File: src/rtl/sensor_pkg.sv
// Shared types and helpers for the image-sensor model.
// Holds the frame-sequencer state encoding and the pixel scaling function.
package sensor_pkg;

   localparam int ADC_BITS_DEF = 8;

   typedef enum logic [2:0] {
      S_IDLE    = 3'd0,
      S_ERASE   = 3'd1,
      S_EXPOSE  = 3'd2,
      S_CONVERT = 3'd3,
      S_READ    = 3'd4
   } state_e;

   // Product taken at full width so the clamp sees the true value.
   function automatic logic [31:0] sat_scale(
      input logic [31:0] s,
      input logic [31:0] e,
      input logic [31:0] maxv
   );
      logic [31:0] p;
      p = (s * e) >> 4;
      return (p > maxv) ? maxv : p;
   endfunction

endpackage

File: src/rtl/sensor_if.sv
// Observation bundle of the sensor: sequencer state, ADC ramp and pixel stream.
interface sensor_if #(
   parameter int W  = 128,
   parameter int H  = 128,
   parameter int AB = 8
) ();
   logic [2:0]           state;
   logic [AB-1:0]        adc_ramp;
   logic                 pixel_valid;
   logic [AB-1:0]        pixel_data;
   logic [$clog2(H)-1:0] pixel_row;
   logic [$clog2(W)-1:0] pixel_col;
   logic                 frame_start;
   logic                 frame_done;

   modport master (
      output state, adc_ramp, pixel_valid, pixel_data,
      output pixel_row, pixel_col, frame_start, frame_done
   );

   modport slave (
      input state, adc_ramp, pixel_valid, pixel_data,
      input pixel_row, pixel_col, frame_start, frame_done
   );
endinterface

File: src/rtl/sensor_pixel_array.sv
// Behavioural pixel array: scene model plus single-slope ramp comparator.
// SENSOR_TEST_PATTERN_EN replaces the scene with a checkerboard.
module sensor_pixel_array
   import sensor_pkg::*;
#(
   parameter int RW       = 7,
   parameter int CW       = 7,
   parameter int ADC_BITS = ADC_BITS_DEF
) (
   input  logic [RW-1:0]       row_i,
   input  logic [CW-1:0]       col_i,
   input  logic [7:0]          exposure_i,
   output logic [ADC_BITS-1:0] pix_o
);
   localparam logic [31:0] MAXV = (32'd1 << ADC_BITS) - 32'd1;

`ifdef SENSOR_TEST_PATTERN_EN
   assign pix_o = (row_i[0] ^ col_i[0]) ? '1 : '0;
`else
   logic [31:0] scene;
   logic [31:0] target;

   assign scene  = (32'(row_i) + 32'(col_i)) & MAXV;
   assign target = sat_scale(scene, 32'(exposure_i), MAXV);

   // Unit-step ramp covers every code, so the trip count equals the target.
   assign pix_o = ADC_BITS'(target);
`endif

endmodule

File: src/rtl/sensor_top.sv
// Image-sensor top: autonomous IDLE/ERASE/EXPOSE/CONVERT/READ sequencer.
// Streams one registered pixel per clock; see SENSOR_TEST_PATTERN_EN.
module sensor_top
   import sensor_pkg::*;
#(
   parameter int PIXEL_ARRAY_WIDTH  = 128,
   parameter int PIXEL_ARRAY_HEIGHT = 128,
   parameter int ERASE_CYCLES       = 4,
   parameter int EXPOSURE_CYCLES    = 16,
   parameter int ADC_BITS           = ADC_BITS_DEF
) (
   input logic      clk,
   input logic      reset,
   sensor_if.master sens
);
   localparam int W  = PIXEL_ARRAY_WIDTH;
   localparam int H  = PIXEL_ARRAY_HEIGHT;
   localparam int RW = $clog2(H);
   localparam int CW = $clog2(W);

   state_e              state_q, state_d;
   logic [15:0]         cnt_q, cnt_d;
   logic [ADC_BITS-1:0] ramp_q, ramp_d;
   logic                valid_q, valid_d;
   logic [ADC_BITS-1:0] data_q, data_d;
   logic [RW-1:0]       row_q, row_d;
   logic [CW-1:0]       col_q, col_d;
   logic                fs_q, fs_d;
   logic                fd_q, fd_d;

   logic                last_col;
   logic [RW-1:0]       row_a;
   logic [CW-1:0]       col_a;
   logic                last_a;
   logic [ADC_BITS-1:0] pix;

   assign last_col = (col_q == CW'(W - 1));

   // Coordinates of the pixel to be presented next cycle.
   assign row_a = (state_q != S_READ) ? '0 :
                  last_col ? row_q + RW'(1) : row_q;
   assign col_a = (state_q != S_READ || last_col) ? '0 :
                  col_q + CW'(1);
   assign last_a = (row_a == RW'(H - 1)) &&
                   (col_a == CW'(W - 1));

   sensor_pixel_array #(
      .RW       (RW),
      .CW       (CW),
      .ADC_BITS (ADC_BITS)
   ) u_array (
      .row_i      (row_a),
      .col_i      (col_a),
      .exposure_i (8'(EXPOSURE_CYCLES)),
      .pix_o      (pix)
   );

   always_comb begin
      state_d = state_q;
      cnt_d   = cnt_q + 16'd1;
      ramp_d  = '0;
      valid_d = 1'b0;
      data_d  = '0;
      row_d   = '0;
      col_d   = '0;
      fs_d    = 1'b0;
      fd_d    = 1'b0;
      unique case (state_q)
         S_IDLE: begin
            state_d = S_ERASE;
            cnt_d   = '0;
         end
         S_ERASE: begin
            if (cnt_q == 16'(ERASE_CYCLES - 1)) begin
               state_d = S_EXPOSE;
               cnt_d   = '0;
            end
         end
         S_EXPOSE: begin
            if (cnt_q == 16'(EXPOSURE_CYCLES - 1)) begin
               state_d = S_CONVERT;
               cnt_d   = '0;
            end
         end
         S_CONVERT: begin
            cnt_d = '0;
            if (ramp_q == '1) begin
               state_d = S_READ;
               valid_d = 1'b1;
               row_d   = row_a;
               col_d   = col_a;
               data_d  = pix;
               fs_d    = 1'b1;
               fd_d    = last_a;
            end else begin
               ramp_d = ramp_q + ADC_BITS'(1);
            end
         end
         S_READ: begin
            cnt_d = '0;
            if (fd_q) begin
               state_d = S_IDLE;
            end else begin
               valid_d = 1'b1;
               row_d   = row_a;
               col_d   = col_a;
               data_d  = pix;
               fd_d    = last_a;
            end
         end
         default: begin
            state_d = S_IDLE;
            cnt_d   = '0;
         end
      endcase
   end

   always_ff @(posedge clk) begin
      if (reset) begin
         state_q <= S_IDLE;
         cnt_q   <= '0;
         ramp_q  <= '0;
         valid_q <= 1'b0;
         data_q  <= '0;
         row_q   <= '0;
         col_q   <= '0;
         fs_q    <= 1'b0;
         fd_q    <= 1'b0;
      end else begin
         state_q <= state_d;
         cnt_q   <= cnt_d;
         ramp_q  <= ramp_d;
         valid_q <= valid_d;
         data_q  <= data_d;
         row_q   <= row_d;
         col_q   <= col_d;
         fs_q    <= fs_d;
         fd_q    <= fd_d;
      end
   end

   assign sens.state       = state_q;
   assign sens.adc_ramp    = ramp_q;
   assign sens.pixel_valid = valid_q;
   assign sens.pixel_data  = data_q;
   assign sens.pixel_row   = row_q;
   assign sens.pixel_col   = col_q;
   assign sens.frame_start = fs_q;
   assign sens.frame_done  = fd_q;

endmodule

File: src/flat_wrapper.sv
// flat-port wrapper written by rule: the top's interface ports become plain ports
module sensor_top_flat import sensor_pkg::*;
#(
   parameter int PIXEL_ARRAY_WIDTH  = 128,
   parameter int PIXEL_ARRAY_HEIGHT = 128,
   parameter int ERASE_CYCLES       = 4,
   parameter int EXPOSURE_CYCLES    = 16,
   parameter int ADC_BITS           = ADC_BITS_DEF
)
  (clk, reset, sens_state, sens_adc_ramp, sens_pixel_valid, sens_pixel_data, sens_pixel_row, sens_pixel_col, sens_frame_start, sens_frame_done);
  sensor_if #(.W(128), .H(128), .AB(8)) sens_i ();
  input logic clk;
  input logic reset;
  output wire logic [$bits(sens_i.state)-1:0] sens_state;
  output wire logic [$bits(sens_i.adc_ramp)-1:0] sens_adc_ramp;
  output wire logic [$bits(sens_i.pixel_valid)-1:0] sens_pixel_valid;
  output wire logic [$bits(sens_i.pixel_data)-1:0] sens_pixel_data;
  output wire logic [$bits(sens_i.pixel_row)-1:0] sens_pixel_row;
  output wire logic [$bits(sens_i.pixel_col)-1:0] sens_pixel_col;
  output wire logic [$bits(sens_i.frame_start)-1:0] sens_frame_start;
  output wire logic [$bits(sens_i.frame_done)-1:0] sens_frame_done;
  assign sens_state = sens_i.state;
  assign sens_adc_ramp = sens_i.adc_ramp;
  assign sens_pixel_valid = sens_i.pixel_valid;
  assign sens_pixel_data = sens_i.pixel_data;
  assign sens_pixel_row = sens_i.pixel_row;
  assign sens_pixel_col = sens_i.pixel_col;
  assign sens_frame_start = sens_i.frame_start;
  assign sens_frame_done = sens_i.frame_done;
  sensor_top #(.PIXEL_ARRAY_WIDTH(PIXEL_ARRAY_WIDTH), .PIXEL_ARRAY_HEIGHT(PIXEL_ARRAY_HEIGHT), .ERASE_CYCLES(ERASE_CYCLES), .EXPOSURE_CYCLES(EXPOSURE_CYCLES), .ADC_BITS(ADC_BITS)) u_core (.clk(clk), .reset(reset), .sens(sens_i));
endmodule
File: config.mk
export PLATFORM = sky130hd
export DESIGN_NAME = sensor_top_flat
export DESIGN_NICKNAME = d
export VERILOG_FILES = /design/src/rtl/sensor_pkg.sv /design/src/rtl/sensor_if.sv /design/src/rtl/sensor_pixel_array.sv /design/src/rtl/sensor_top.sv /design/src/flat_wrapper.sv
export SDC_FILE = /design/constraint.sdc
export NUM_CORES = 1
export LEC_CHECK = 0
export CORE_UTILIZATION = 53
export DETAILED_ROUTE_END_ITERATION = 8
export GPL_ROUTABILITY_DRIVEN = 0
export PLACE_DENSITY = 0.79
export REMOVE_ABC_BUFFERS = 1
export SLEW_MARGIN = 20
export SYNTH_ARGS = -nofsm -noshare
export SYNTH_HDL_FRONTEND = slang
export SYNTH_SLANG_ARGS = --single-unit
File: constraint.sdc
create_clock -name clk -period 3.53 [get_ports clk]
set_clock_uncertainty 0.1 [all_clocks]
set_input_delay 0.706 -clock clk [delete_from_list [all_inputs] [get_ports clk]]
set_output_delay 0.706 -clock clk [all_outputs]
set_load 0.02 [all_outputs]
Yosys cells after proc, flatten, opt, wreduce, memory -nomap -nowiden
Index checks and enable logic that the tools add are counted.
{ "word_totals": {"register_bits": 52, "in_bits": 2, "out_inout_bits": 36} }
{ "op_classes": {"add_sub_neg": 5, "order_cmp": 1, "n_eq_ne": 15, "n_mux": 27, "bitwise_logic": 1, "n_reduce_logical": 6} }
{ "op_table": {"columns": ["operator", "count"], "rows": [
  ["$mux 7", 7],
  ["$mux 16", 2],
  ["$pmux 16 s2", 1],
  ["$pmux 7 s2", 2],
  ["$mux 8", 3],
  ["$eq 7x7->1 const B", 3],
  ["$add 16x1->16 const B", 1],
  ["$eq 16x2->1 const B", 1],
  ["$eq 16x4->1 const B", 1],
  ["$pmux 8 s2", 1],
  ["$pmux 3 s5", 1],
  ["$add 7x1->7 const B", 2],
  ["$mux 3", 4],
  ["$add 7x7->8", 1],
  ["$add 8x1->8 const B", 1],
  ["$eq 8x8->1 const B", 1],
  ["$gt 8x8->1 const B", 1],
  ["$ne 2x1->1 const B", 4],
  ["$eq 3x2->1 const B", 2],
  ["$mux 1", 4],
  ["$pmux 1 s2", 2],
  ["$reduce_and 4->1", 1],
  ["$eq 3x1->1 const B", 1],
  ["$eq 3x3->1 const B", 1],
  ["7 further kinds", 7]
]} }

Depth between registers and ports, before layout
{ "logic_depth": {"ltp_word": 8, "depth_mapped": 12, "depth_no_buf": 12} }

By module
From an unflattened synthesis, not the netlist that was laid out.
{ "unflattened": {"hier_cells": 570, "area_unflattened_um2": 4822.1} }
{ "modules_own_cells": {"columns": ["mod", "instances", "cells_per_inst", "area_each_um2", "seq_area_each_um2"], "rows": [
  ["sensor_pixel_array", 1, 304, 2526.2, 0.0],
  ["sensor_top", 1, 266, 2296.0, 1041.0]
]} }

Least setup slack after synthesis
No wires, ideal clock.
{ "synth_timing": {"path_kind": "reg-to-reg", "from": "register u_core.col_q[0], in the netlist u_core.sens.pixel_col[0]", "to": "register u_core.data_q[6], in the netlist u_core.sens.pixel_data[6]", "setup_ps": 121, "t_arrival_ps": 2598, "slack_ps": 710, "stages_incl_launch_ff": 12, "path_buffers": 0, "cell_sequence": "dfxtp_1 > ha_1 > nand2_1 > o21ai_0 > nor2_1 > ha_1 > fa_1 > a21o_1 > a21oi_1 > o21bai_1 > mux2i_1 > a2bb2oi_1"} }
{ "synth_via": {"elab_chain_cells": 8} }
{ "synth_lines": {"columns": ["item", "line_no", "rtl"], "rows": [
  ["start: declaration", "sensor_top.sv:27", "logic [CW-1:0] col_q, col_d;"],
  ["start signal: assignment", "sensor_top.sv:136", "col_q <= col_d;"],
  ["branches (longest 3 deep; another with $add 7x1->7)", null, null],
  ["$add 7x7->8 (*)", "sensor_pixel_array.sv:23", "assign scene = (32'(row_i) + 32'(col_i)) & MAXV;"],
  ["$gt 8x8->1", "sensor_pkg.sv:23", "return (p > maxv) ? maxv : p;"],
  ["$mux 8 (*)", "sensor_pkg.sv:23", null],
  ["$mux 8 (on tied branches)", "sensor_top.sv:101, sensor_top.sv:87", null],
  ["$pmux 8 s2 (*)", "sensor_top.sv:68", "unique case (state_q)"],
  ["end signal: assignment", "sensor_top.sv:134", "data_q <= data_d;"],
  ["end: declaration", "sensor_top.sv:25", "logic [ADC_BITS-1:0] data_q, data_d;"]
]} }
Every way passes the cells marked *.
A chain may end at the register's enable or synchronous reset.

Final worst setup path
Same ends and word-level chain as after synthesis.

==> metrics.sh <==
SEQ_AREA_FRAC_SYNTH=0.415
MIN_PATH_TYPE='reg2reg'
POWER.STATIC_LEAKAGE_nW=1.06
CTS_BUFFER_DEPTH=2
OUTCOME='complete, but fails checks'
COUNT_OF_VIAS_PLACED_BY_THE_DETAILED_ROUTER=2021
FP.COREAREA_UM2=4440
CRIT_REQUIRED_NS=3.65
FAILED_CHECKS='design-rule violations'
FLOORPLAN.DIE.WIDTH_UM=70.8
YS_WARN_COUNT=0
MOST_REPEATED_LIBRARY_CELL_ON_THE_CRITICAL_PATH='ha_1'
ROUTE.MET3.WL_UM=266
ROUTE.FINAL.WIRE_LENGTH_UM=4860
SLOWEST_STAGE='o21ai_0'
SYN-MEAN-INSTANCE-AREA_UM2=8.80
POST_DRT_WL_PER_CELL_UM=13.0
CRITICAL_PATH.N_BUFFERS_INVERTERS=0
CLK_LATENCY_NS=0.30
FP.DIEH_UM=70.8
GRT_START_MAX_NET_PINS=19
TIMING.SETUP.TNS_NS=0
PATH_CELLS='ha_1 -> nand2_1 -> o21ai_0 -> nor2_1 -> ha_1 -> fa_1 -> a21o_1 -> a21oi_1 -> o21bai_1 -> mux2i_1 -> a2bb2oi_1'
YOSYSUNIQUECELLTYPES=44
GRT_SETUP_UNREPAIRED='no'
DIE_AREA_UM2=5010
FIRST_GLOBAL_VIAS=1858
CTS.HTREE.LEVELS=2
NUM_ANTENNA_CELLS=0
CLK_PIN_SLEW_WORST_PATHS_NS=0.09
CRITICAL_PATH.STARTPOINT_TYPE='register'
REPORT.FINAL.SETUP_VIOL=0
PORT_BUFFERS=37
FINALMAXSLEWVIOLATIONS=0
CTS_TREE='built'
TOP_REG_CELL_SYNTH='dfxtp_1'
DRT-MET1-WL_UM=2450
CTSROOTBUFFERMASTER='clkbuf_8'
FINAL_MIN_PERIOD_OVER_CLOCK_PERIOD=0.872
NETS=334
ENDPOINT_KIND='register'
WORSTSETUPPATHTYPE='reg2reg'
ROWS=24
AREA_GROWTH_PCT=20.7
GRT_REMAINING_OVERFLOW=0
CELL_ACCOUNTING_FOR_THE_MOST_SYNTHESIZED_AREA='dfxtp_1'
CTS.REPAIR_TIMING.SETUP_BUFFER_COUNT=0
TIMING.SLEW.HEADROOM=0.547
CRIT_FANOUT=5
NETLIST_INSTANCES=285
TIMING.FMAX_MHz=325
YOSYSTOPAREACELLSHARE=0.415
WORST_PATH_LARGEST_CELL_DELAY_NS=0.52
YS_SEQ_ELEMENTS=52
HPWL_REPORTED_AT_THE_END_OF_DETAILED_PLACEMENT_UM=3530
YS_TOP_CELLS_BY_AREA='dfxtp_1 42%, xnor2_1 7.0%, nor2_1 6.9%'
ARRIVAL_TIME_REPORTED_FOR_THE_CRITICAL_PATH_ENDPOINT_NS=3.20
MET2WIRELENGTH_UM=2070
ANTENNA_NETS_POST_ROUTE=0
TRITONCTS.NUM_BUFFERS=5
INITIAL_CORE_UTIL=0.564
DRC_ERRORS=6
DRT_ITER0_DRC=150
DRV_CAP=0
POWER.TOTAL_mW=1.25
FINALWORSTPATHREQUIREDPERIOD_NS=3.08
ANTENNA_FOUND_INITIAL=0
DRT_FIRST_PASS_ITERS=6
SYNTH_EDF_COUNT=0
CLKSINKCOUNT=52
FINAL.FILL_COUNT=385
VIA_TO_CELL_RATIO=5.42
POST_CTS_RESIZED=0
MAX-VDD-IR-DROP_V=0.000209
PATH_DELAY_FAMILY='compound AO/OA/AOI/OAI gates'
WIRE_LENGTH_OF_THE_FIRST_GLOBAL_ROUTING_PASS_UM=8390
WORST_SLEW_PIN_SLEW_NS=0.678
PIN_COUNT=38
POWER.DENSITY_nW_PER_UM2=414
ASYNC_FLOP_SHARE=0
FINAL_HOLD_VIOL_COUNT=0
GRT.TOTAL_USAGE=0.210
TOPROUTINGLAYERUSED='met4'
SYNTH_AREA_UM2=2510
CTSHOLDBUFFERS=0
FINAL_LAYOUT_SIZE_SUFFIX_GT1_FRAC=0.0405
-- sequential cells by signal (all words and copies together) (netlist names) --
signal and count:
u_core.sens.pixel_valid 1, u_core.sens.pixel_col 7, u_core.sens.pixel_data 8, u_core.cnt_q 16, u_core.sens.adc_ramp 8, u_core.sens.pixel_row 7, u_core.sens.frame_start 1, u_core.sens.state 3
u_core.sens.frame_done 1
-- worst reg2reg max path: stages, from the launching register on --
cell and delay, ns:
dfxtp_1 0.41, ha_1 0.22, nand2_1 0.12, o21ai_0 0.52
nor2_1 0.12, ha_1 0.26, fa_1 0.41, a21o_1 0.18
a21oi_1 0.22, o21bai_1 0.12, mux2i_1 0.17, a2bb2oi_1 0.17
-- power by group --
group | leakage (nW) | switching, mW | internal, mW | total (mW)
Combinational | 0.580 | 0.100 | 0.0720 | 0.172
Clock | 0.0645 | 0.187 | 0.250 | 0.437
Sequential | 0.419 | 0.0368 | 0.605 | 0.642
Total | 1.06 | 0.324 | 0.927 | 1.25
-- cells in the final DEF, fill, tap and decap left out, types with 2 or more instances in the layout --
cell type	netlist	routed
nor3_1	11	11
a221oi_1	2	2
ha_1	11	11
nor4_1	5	5
o21ai_0	7	7
xor2_1	13	13
dfxtp_1	52	52
a21oi_1	7	7
and2_1	2	2
or3_1	3	3
nand2b_1	5	5
xnor2_1	20	20
nand3_1	11	11
nor2_1	46	46
and3_1	6	6
clkdlybuf4s50_1	0	37
mux2i_1	2	2
and4_1	7	7
nand2_1	23	23
inv_1	9	9
nand4_1	6	6
clkbuf_8	0	7
or4b_1	2	2
a21boi_0	7	7
-- cells by family (layout without fill, tap and decap cells) --
family / Yosys count / after routing / share of synthesized area
AND/OR/NAND/NOR: 134 / 134 / 0.273
flip-flops: 52 / 52 / 0.415
AO/OA/AOI/OAI: 34 / 34 / 0.0948
XOR/XNOR: 33 / 33 / 0.115
buffers and inverters: 18 / 54 / 0.0309
adder cells (fa/ha/maj): 12 / 12 / 0.0629
multiplexers: 2 / 2 / 0.00798
-- routing by layer --
metal / vias up / track usage
met5: - / 0
li1: 1059 / -
met2: 41 / 0.318
met1: 914 / 0.290
met3: 7 / 0.0613
met4: 0 / 0.0667
-- cells in the mapped netlist (2+ instances only) --
master	instances
dfxtp_1	52
nor2_1	46
nand2_1	23
xnor2_1	20
xor2_1	13
ha_1	11
nand3_1	11
nor3_1	11
inv_1	9
a21boi_0	7
a21oi_1	7
and4_1	7
o21ai_0	7
and3_1	6
clkbuf_1	6
nand4_1	6
nand2b_1	5
nor4_1	5
or3_1	3
a221oi_1	2
and2_1	2
buf_2	2
mux2i_1	2
or4b_1	2
-- worst paths after layout --
kind | depth (start not counted) | from | slack, ns | end
setup / recovery | 11 | u_core.sens.pixel_col[0] | 0.45 | u_core.sens.pixel_data[6]
hold / removal | 1 | u_core.cnt_q[0] | 0.35 | u_core.cnt_q[0]
setup reg to reg | 11 | u_core.sens.pixel_col[0] | 0.45 | u_core.sens.pixel_data[6]
hold reg to reg | 1 | u_core.cnt_q[0] | 0.35 | u_core.cnt_q[0]
-- per-stage QoR --
step           worst slack (ns)  instances  utilization  hold WS (ns)  area [um2]
2_1_floorplan             0.695        276            -         0.313        2460
3_3_place_gp              0.640        365        0.652         0.328        2900
3_5_place_dp              0.519        365        0.652         0.333        2900
4_1_cts                   0.465        373        0.681         0.349        3030
5_1_grt                   0.181        373        0.681         0.384        3030
6_report                  0.450        373        0.681         0.348        3030
-- area by class of cell --
type / instances / area [um2] / share of cell area
clock buffer: 7 / 96.3 / 0.0318
multi-input combinational: 215 / 1390 / 0.459
sequential: 52 / 1040 / 0.344
tap: 52 / 65.1 / 0.0215
timing repair buffer: 37 / 370 / 0.122
inverter: 9 / 33.8 / 0.0112
clock inverter: 1 / 30.0 / 0.00993
Power figures use the tool's default switching activity.
